### src/rtl/datamover_job_queue.sv
// datamover_job_queue: descriptor FIFO plus a small issue/wait/complete FSM
// that feeds copy jobs to the datamover one at a time and returns tagged
// completions over a valid/ready port.
// Optional watchdog: define DATAMOVER_JOBQ_TIMEOUT_EN to enable the WAIT
// timeout (completion flagged with cpl_err_o); otherwise WAIT never times out.
module datamover_job_queue #(
    parameter int QUEUE_DEPTH    = 4,
    parameter int AW             = 32,
    parameter int LW             = 32,
    parameter int ID_W           = 4,
    parameter int TIMEOUT_CYCLES = 1024
) (
    input  logic                             clk_i,
    input  logic                             rst_ni,
    input  logic                             clear_i,
    input  logic                             job_valid_i,
    output logic                             job_ready_o,
    input  logic [AW-1:0]                    job_src_i,
    input  logic [AW-1:0]                    job_dst_i,
    input  logic [LW-1:0]                    job_len_i,
    input  logic [ID_W-1:0]                  job_id_i,
    output logic                             dm_start_o,
    output logic [AW-1:0]                    dm_src_o,
    output logic [AW-1:0]                    dm_dst_o,
    output logic [LW-1:0]                    dm_len_o,
    input  logic                             dm_done_i,
    output logic                             cpl_valid_o,
    input  logic                             cpl_ready_i,
    output logic [ID_W-1:0]                  cpl_id_o,
    output logic                             cpl_err_o,
    output logic                             busy_o,
    output logic [$clog2(QUEUE_DEPTH+1)-1:0] occupancy_o
);

    localparam int PTR_W = $clog2(QUEUE_DEPTH);
    localparam int CNT_W = $clog2(QUEUE_DEPTH + 1);
    localparam int E_W   = 2 * AW + LW + ID_W;

    localparam logic [1:0] IDLE  = 2'd0;
    localparam logic [1:0] ISSUE = 2'd1;
    localparam logic [1:0] WAIT  = 2'd2;
    localparam logic [1:0] CPL   = 2'd3;

    logic [E_W-1:0]   mem [QUEUE_DEPTH];
    logic [PTR_W-1:0] wr_ptr;
    logic [PTR_W-1:0] rd_ptr;
    logic [CNT_W-1:0] count;
    logic             full;
    logic             empty;
    logic             push;
    logic             pop;

    logic [AW-1:0]    head_src;
    logic [AW-1:0]    head_dst;
    logic [LW-1:0]    head_len;
    logic [ID_W-1:0]  head_id;

    logic [1:0]       state;
    logic [1:0]       state_nxt;
    logic [ID_W-1:0]  id_q;
    logic             timeout_hit;

    // Full is decided from the stored count only, so a pop in the same cycle
    // never opens the push port early.
    assign full  = (count == CNT_W'(QUEUE_DEPTH));
    assign empty = (count == '0);
    assign push  = job_valid_i & ~full;
    assign pop   = (state == IDLE) & ~empty;

    assign {head_src, head_dst, head_len, head_id} = mem[rd_ptr];

    // Descriptor storage write port.
    // NOTE: the storage array has no reset; an entry is only read after it has
    // been written, because the occupancy count gates every pop.
    always_ff @(posedge clk_i) begin
        if (push) begin
            mem[wr_ptr] <= {job_src_i, job_dst_i, job_len_i, job_id_i};
        end
    end

    // FIFO pointers and occupancy; clear flushes everything.
    // NOTE: state is updated with non-blocking assignments so every register
    // samples the pre-edge values, independent of statement order.
    always_ff @(posedge clk_i or negedge rst_ni) begin
        if (!rst_ni) begin
            wr_ptr <= '0;
            rd_ptr <= '0;
            count  <= '0;
        end else if (clear_i) begin
            wr_ptr <= '0;
            rd_ptr <= '0;
            count  <= '0;
        end else begin
            if (push) wr_ptr <= wr_ptr + 1'b1;
            if (pop)  rd_ptr <= rd_ptr + 1'b1;
            case ({push, pop})
                2'b10:   count <= count + 1'b1;
                2'b01:   count <= count - 1'b1;
                default: count <= count;
            endcase
        end
    end

    // Next-state decode: pop in IDLE, pulse in ISSUE, wait for done, hold CPL.
    // NOTE: state_nxt gets a default before the case so no path leaves it
    // unassigned, which would otherwise infer a latch.
    always_comb begin
        state_nxt = state;
        case (state)
            IDLE:    if (!empty) state_nxt = (head_len != '0) ? ISSUE : CPL;
            ISSUE:   state_nxt = WAIT;
            WAIT:    if (dm_done_i || timeout_hit) state_nxt = CPL;
            CPL:     if (cpl_ready_i) state_nxt = IDLE;
            default: state_nxt = IDLE;
        endcase
    end

    // FSM state and the in-flight job registers loaded on each pop.
    always_ff @(posedge clk_i or negedge rst_ni) begin
        if (!rst_ni) begin
            state    <= IDLE;
            dm_src_o <= '0;
            dm_dst_o <= '0;
            dm_len_o <= '0;
            id_q     <= '0;
        end else if (clear_i) begin
            state    <= IDLE;
            dm_src_o <= '0;
            dm_dst_o <= '0;
            dm_len_o <= '0;
            id_q     <= '0;
        end else begin
            state <= state_nxt;
            if (pop) begin
                dm_src_o <= head_src;
                dm_dst_o <= head_dst;
                dm_len_o <= head_len;
                id_q     <= head_id;
            end
        end
    end

`ifdef DATAMOVER_JOBQ_TIMEOUT_EN
    localparam int WD_W = $clog2(TIMEOUT_CYCLES);

    logic [WD_W-1:0] wd_cnt;
    logic            err_q;

    // A done arriving in the timeout cycle still counts as success.
    assign timeout_hit = (state == WAIT) && (wd_cnt == WD_W'(TIMEOUT_CYCLES - 1));

    // Watchdog: restarts while in ISSUE (entry to WAIT), counts WAIT cycles,
    // and records whether the job left WAIT by timeout rather than done.
    always_ff @(posedge clk_i or negedge rst_ni) begin
        if (!rst_ni) begin
            wd_cnt <= '0;
            err_q  <= 1'b0;
        end else if (clear_i) begin
            wd_cnt <= '0;
            err_q  <= 1'b0;
        end else begin
            if (state == ISSUE)     wd_cnt <= '0;
            else if (state == WAIT) wd_cnt <= wd_cnt + 1'b1;

            if (pop)                                        err_q <= 1'b0;
            else if (state == WAIT && (dm_done_i || timeout_hit)) err_q <= ~dm_done_i;
        end
    end

    assign cpl_err_o = err_q;
`else
    assign timeout_hit = 1'b0;
    assign cpl_err_o   = 1'b0;
`endif

    assign job_ready_o = ~full;
    assign dm_start_o  = (state == ISSUE);
    assign cpl_valid_o = (state == CPL);
    assign cpl_id_o    = id_q;
    assign busy_o      = (state != IDLE) | ~empty;
    assign occupancy_o = count;

endmodule

### config.mk
export PLATFORM = sky130hd
export DESIGN_NAME = datamover_job_queue
export DESIGN_NICKNAME = d
export VERILOG_FILES = /design/src/rtl/datamover_job_queue.sv
export SDC_FILE = /design/constraint.sdc
export NUM_CORES = 1
export LEC_CHECK = 0
export CORE_ASPECT_RATIO = 0.7
export CORE_MARGIN = 10
export CORE_UTILIZATION = 35
export CTS_BUF_LIST = sky130_fd_sc_hd__clkbuf_4
export DETAILED_ROUTE_END_ITERATION = 8
export HOLD_SLACK_MARGIN = 0.15
export SYNTH_ARGS = -nofsm -noshare
export SYNTH_HDL_FRONTEND = slang
export SYNTH_SLANG_ARGS = --single-unit
### constraint.sdc
create_clock -name clk_i -period 5.4 [get_ports clk_i]
set_clock_uncertainty 0.2 [all_clocks]
set_input_delay 1.62 -clock clk_i [delete_from_list [all_inputs] [get_ports clk_i]]
set_output_delay 1.62 -clock clk_i [all_outputs]
set_load 0.005 [all_outputs]
Word level (Yosys, flattened, before mapping)
Memories as Yosys holds them, arrays and structs flattened.
Index checks and enable logic that the tools add are counted.
- logic and storage cells: 57
- bits of input ports: 106
- memories: 1
- register bits: 109
- RAM bits: 400
- memories (name ; depth ; bits a word ; rd ports ; clocked after Yosys merged registers in ; write ports ; line ; text):
    mem ; 4 ; 100 ; 1 ; 0 ; 1 ; 44 ; logic [E_W-1:0] mem [QUEUE_DEPTH];
- bitwise operators: 5
- reductions and logical operators: 8
- equal/unequal tests: 9
- $add $sub $neg: 4
- muxes and demuxes: 22
- operator list (cell ; number):
    32-bit two-way mux ; 6
    32-bit nonzero test ; 1
    2-bit two-way mux ; 9
    4-bit two-way mux ; 2
    2-bit case mux with 4 select lines ; 1
    2-bit equality test (second input constant) ; 3
    3-bit != test (second input constant) ; 2
    3-bit case mux with 2 select lines ; 1
    2-bit nonzero test ; 3
    2-bit by 1-bit adder with 2-bit output (second input constant) ; 2
    2-bit by 1-bit equality test with 1-bit output (second input constant) ; 2
    3-bit by 1-bit adder with 3-bit output (second input constant) ; 1
    3-bit equality test (second input constant) ; 1
    3-bit zero test ; 1
    3-bit two-way mux ; 1
    3-bit by 2-bit != test with 1-bit output (second input constant) ; 1
    3-bit AND reduction ; 1
    3-bit nonzero test ; 1
    3-bit by 1-bit subtractor with 3-bit output (second input constant) ; 1
    1-bit AND ; 2
    2-bit zero test ; 1
    1-bit two-way mux ; 2
    1-bit inverter ; 2
    1-bit bitwise OR ; 1

Longest topological paths before layout
- depth in word-level cells: 6
- depth in mapped cells: 10
- gate-level depth less buffers: 9

Worst setup path after synthesis
OpenSTA, ideal clock, no wires.
- path type: in2reg
- start point: in job_valid_i
- end point: mem mem[0][0] in the netlist's numbering (enable)
- cell stages on the path: 1
- slack: 0.744 ns
- library setup time: 0.471 ns
- arrival: 3.986 ns
- cell sequence: and3_1
- longest elaborated chain between the ends: 3
- RTL lines (item ; line ; text):
    start, declared ; 16 ; input logic job_valid_i,
    1-bit AND ; 67 ; assign push = job_valid_i & ~full;
    1-bit two-way mux ; 76 ; if (push) begin
    1-bit two-way mux (not written as such) ; 77 ; mem[wr_ptr] <= {job_src_i, job_dst_i, job_len_i, job_id_i};
    end, declared ; 44 ;
No other way between the ends.

Final worst setup path
- start point: reg count[0], in the netlist occupancy_o[0]
- end point: out busy_o
- longest elaborated chain between the ends: 3
- RTL lines (item ; line ; text):
    start, declared ; 47 ; logic [CNT_W-1:0] count;
    start signal, assigned ; 97 ; 2'b10: count <= count + 1'b1;
    start signal, assigned ; 98 ; 2'b01: count <= count - 1'b1;
    start signal, assigned ; 99 ; default: count <= count;
    3-bit zero test ; 66 ; assign empty = (count == '0);
    1-bit inverter ; 180 ; assign busy_o = (state != IDLE) | ~empty;
    1-bit bitwise OR ; 180 ;
    end, declared ; 31 ; output logic busy_o,
No other way between the ends.

==> impl_metrics.tcl <==
set metrics [dict create \
    status "complete, no violations" \
    drc_errors 0 \
    cts_sinks 509 \
    fill_cells 4754 \
    crit_path_top_delay_cell "nor3_1" \
    syn_avg_cell_area_sq_um 18.4 \
    root_buffer "clkbuf_4" \
    numCtsBuffers 121 \
    drv_slew 0 \
    report.power.total_mw 11.4 \
    htree_levels 3 \
    final_antenna_net_count 0 \
    coreArea_sq_um 53700 \
    grt-ovfl-total 0 \
    cp.required_ps 3580 \
    clk_latency_ps 880 \
    ys_types 32 \
    die_w_microns 299 \
    endpoint_kind "output pin" \
    vias_per_cell 4.75 \
    io_pins 214 \
    ys_ff_latch 509 \
    syn_inst 1032 \
    multi_input_area_sq_um 4030 \
    finalWorstSetupSlack_ps 1150 \
    grt_pass1_vias 10900 \
    num_rows 71 \
    antenna_found_initial 10 \
    syn2layout_area_growth_pct 25.1 \
    start_kind "flop" \
    slew_headroom 0.276 \
    seqPwrFrac 0.465 \
    tritoncts "done" \
    drive_gt1_frac 0.237 \
    design.die.area_sq_um 64200 \
    setup_violations 0 \
    crit_fanout 6 \
    postCtsSetupBuffers 0 \
    maxCapViolations 0 \
    rsz0062_at_grt "no" \
    regArea_sq_um 14700 \
    initial_utilization 0.354 \
    p_leak_nw 8.18 \
    setup_tns_ps 0 \
    p_sw_mw 3.26 \
    drt_iter0_markers 774 \
    portBuffers 212 \
    ys_seq_area_frac 0.775 \
    pre_cts_ws_ps 1360 \
    nets 1446 \
    clkPwrFrac 0.288 \
    worstMarginPinSlew_ps 1090 \
    post-route-min-period_ps 4250 \
    p_comb_frac 0.247 \
    cts-resized-gates 0 \
    grt_usage 0.140 \
    grt_pass1_wl_microns 68700 \
    swShare 0.286 \
    reg2reg_depth 6 \
    die_h_microns 215 \
    grt_start_max_net_pins 86 \
    hold_class "flop to flop" \
    syn_area_sq_um 19000 \
    worstHoldPathCells 2 \
    fmax_mhz 236 \
    finalHoldViolCount 0 \
    ys_warn_count 0 \
    timing.hold.ws_ps 319 \
    drt-pass1-iter-count 5 \
    hold_buffers 0 \
    critical-path-top-delay-family "simple AND/OR/NAND/NOR gates" \
    wl_per_cell_microns 20.9 \
    cp.depth 3 \
    drt_wl_total_microns 45400 \
    clkSlewWorstSetupHoldPaths_ps 70 \
    crit_path_max_incr_delay_ps 510 \
    cts_buffer_depth 3 \
    syn_nets 1148 \
    finalCritPeriodShare 0.786 \
    peakVddDrop_mv 0.174 \
    powerDensity_nw_per_um2 479 \
    via_count 10400 \
    cp.arrival_ps 2430 \
    gp_congestion 0.717 \
    setup.worst_path.class "flop to output pin" \
    internal_power_mw 8.13 \
    timing.critical_path.buf_inv 1 \
    path_cells "nor3_1 -> nand2_1 -> clkdlybuf4s50_1" \
    dp_hpwl_microns 28300 \
]
cells in the mapped netlist:
library cell | number | area [sq um]
nor2b_1 | 1 | 6.26
inv_1 | 6 | 22.5
clkbuf_1 | 36 | 135
buf_2 | 10 | 50.1
xor2_1 | 2 | 17.5
or3b_1 | 1 | 8.76
conb_1 | 1 | 3.75
ha_1 | 9 | 113
mux4_1 | 6 | 158
mux4_2 | 94 | 2120
o211a_1 | 1 | 10.0
buf_6 | 3 | 33.8
a21oi_1 | 100 | 500
nor4_2 | 3 | 37.5
a2111oi_2 | 1 | 15.0
nand2_1 | 203 | 762
a222oi_1 | 1 | 10.0
mux2i_1 | 2 | 20.0
edfxtp_1 | 400 | 12000
dfrtp_1 | 109 | 2730
nor2_1 | 11 | 41.3
and3_1 | 4 | 25.0
a211o_1 | 1 | 8.76
buf_1 | 8 | 30.0
buf_4 | 2 | 15.0
nand4_1 | 3 | 18.8
nor4_1 | 5 | 31.3
xnor2_1 | 5 | 43.8
nor3_1 | 1 | 5.00
fa_1 | 1 | 20.0
and2_1 | 1 | 6.26
o31ai_1 | 1 | 7.51
worst min-delay path, stage by stage (launching register included):
cell	delay, ps
dfrtp_1	370
nand2_1	60
a21oi_1	50
power groups by stage:
stage                     registers [mW]  logic, mW  clock network (mW)
final                               5.29       2.81                3.29
after global routing                5.37       3.08                3.63
after CTS                           5.31       2.91                3.40
after detailed placement            5.39       2.89                   0
after global placement              5.36       2.88                   0
after floorplan                     5.29       1.53                   0
path summary, 6_finish.rpt:
check	startpoint	slack, ps	endpoint
setup / recovery	occupancy_o[0]$_DFFE_PN0P_	1150	busy_o
hold / removal	dm_len_o[30]$_DFFE_PN0P_	320	dm_len_o[30]$_DFFE_PN0P_
setup reg to reg	rd_ptr[1]$_DFFE_PN0P_	2170	state[1]$_DFFE_PN0P_
hold reg to reg	dm_len_o[30]$_DFFE_PN0P_	320	dm_len_o[30]$_DFFE_PN0P_
max in group asynchronous	rst_ni	3240	dm_src_o[8]$_DFFE_PN0P_
min in group asynchronous	rst_ni	600	dm_len_o[3]$_DFFE_PN0P_
registers in the layout (all words and copies together), names as in the netlist:
register / count
mem: 400
dm_dst_o: 32
dm_len_o: 32
dm_src_o: 32
cpl_id_o: 4
occupancy_o: 3
rd_ptr: 2
state: 2
wr_ptr: 2
final cells by class:
cell class,instances,share of cell area
tap,730,0.0384
clock buffer,207,0.0653
inverter,6,0.000947
antenna,11,0.00116
sequential,509,0.620
multi-input combinational,458,0.169
timing repair buffer,234,0.0987
clock inverter,24,0.00610
metal layers:
layer | up-vias | GRT usage | share of wire
met2 | 260 | 0.209 | 0.46
met3 | 47 | 0.0511 | 0.071
met5 | - | 0 | 0.00044
li1 | 4679 | - | -
met1 | 5360 | 0.192 | 0.46
met4 | 4 | 0.0360 | 0.011
cells by family (layout without fill, tap and decap cells):
group / count (synthesis) / after routing / synth area share
adders and majority gates: 10 / 10 / 0.00698
muxes: 102 / 102 / 0.121
DFF: 509 / 509 / 0.775
and+or+nand+nor: 233 / 233 / 0.0496
xor gates and xnor gates: 7 / 7 / 0.00322
AOI/OAI and AO/OA: 105 / 105 / 0.0290
buffers and inverters: 65 / 471 / 0.0151
other: 1 / 12 / 0.000197
placed cells by master, fill, tap and decap left out, drive strengths merged:
master / Yosys / layout
nor2: 11 / 11
inv: 6 / 6
buf: 23 / 24
bufinv: 0 / 2
conb: 1 / 1
a21oi: 100 / 100
a211o: 1 / 1
and3: 4 / 4
ha: 9 / 9
or3b: 1 / 1
a222oi: 1 / 1
nor2b: 1 / 1
diode: 0 / 11
a2111oi: 1 / 1
dfrtp: 109 / 109
edfxtp: 400 / 400
xnor2: 5 / 5
clkbuf: 36 / 207
clkinv: 0 / 22
xor2: 2 / 2
mux4: 100 / 100
clkdlybuf4s50: 0 / 210
mux2i: 2 / 2
nand4: 3 / 3
fa: 1 / 1
and2: 1 / 1
o211a: 1 / 1
o31ai: 1 / 1
nor4: 8 / 8
nand2: 203 / 203
nor3: 1 / 1
stage by stage:
step	area, sq um	utilization	instances
2_1_floorplan	19000	-	1032
4_1_cts	23800	0.442	2168
5_1_grt	23800	0.442	2172
6_report	23800	0.443	2179
3_5_place_dp	22100	0.410	1937
3_3_place_gp	22100	0.410	1937
Power figures use the tool's default switching activity.
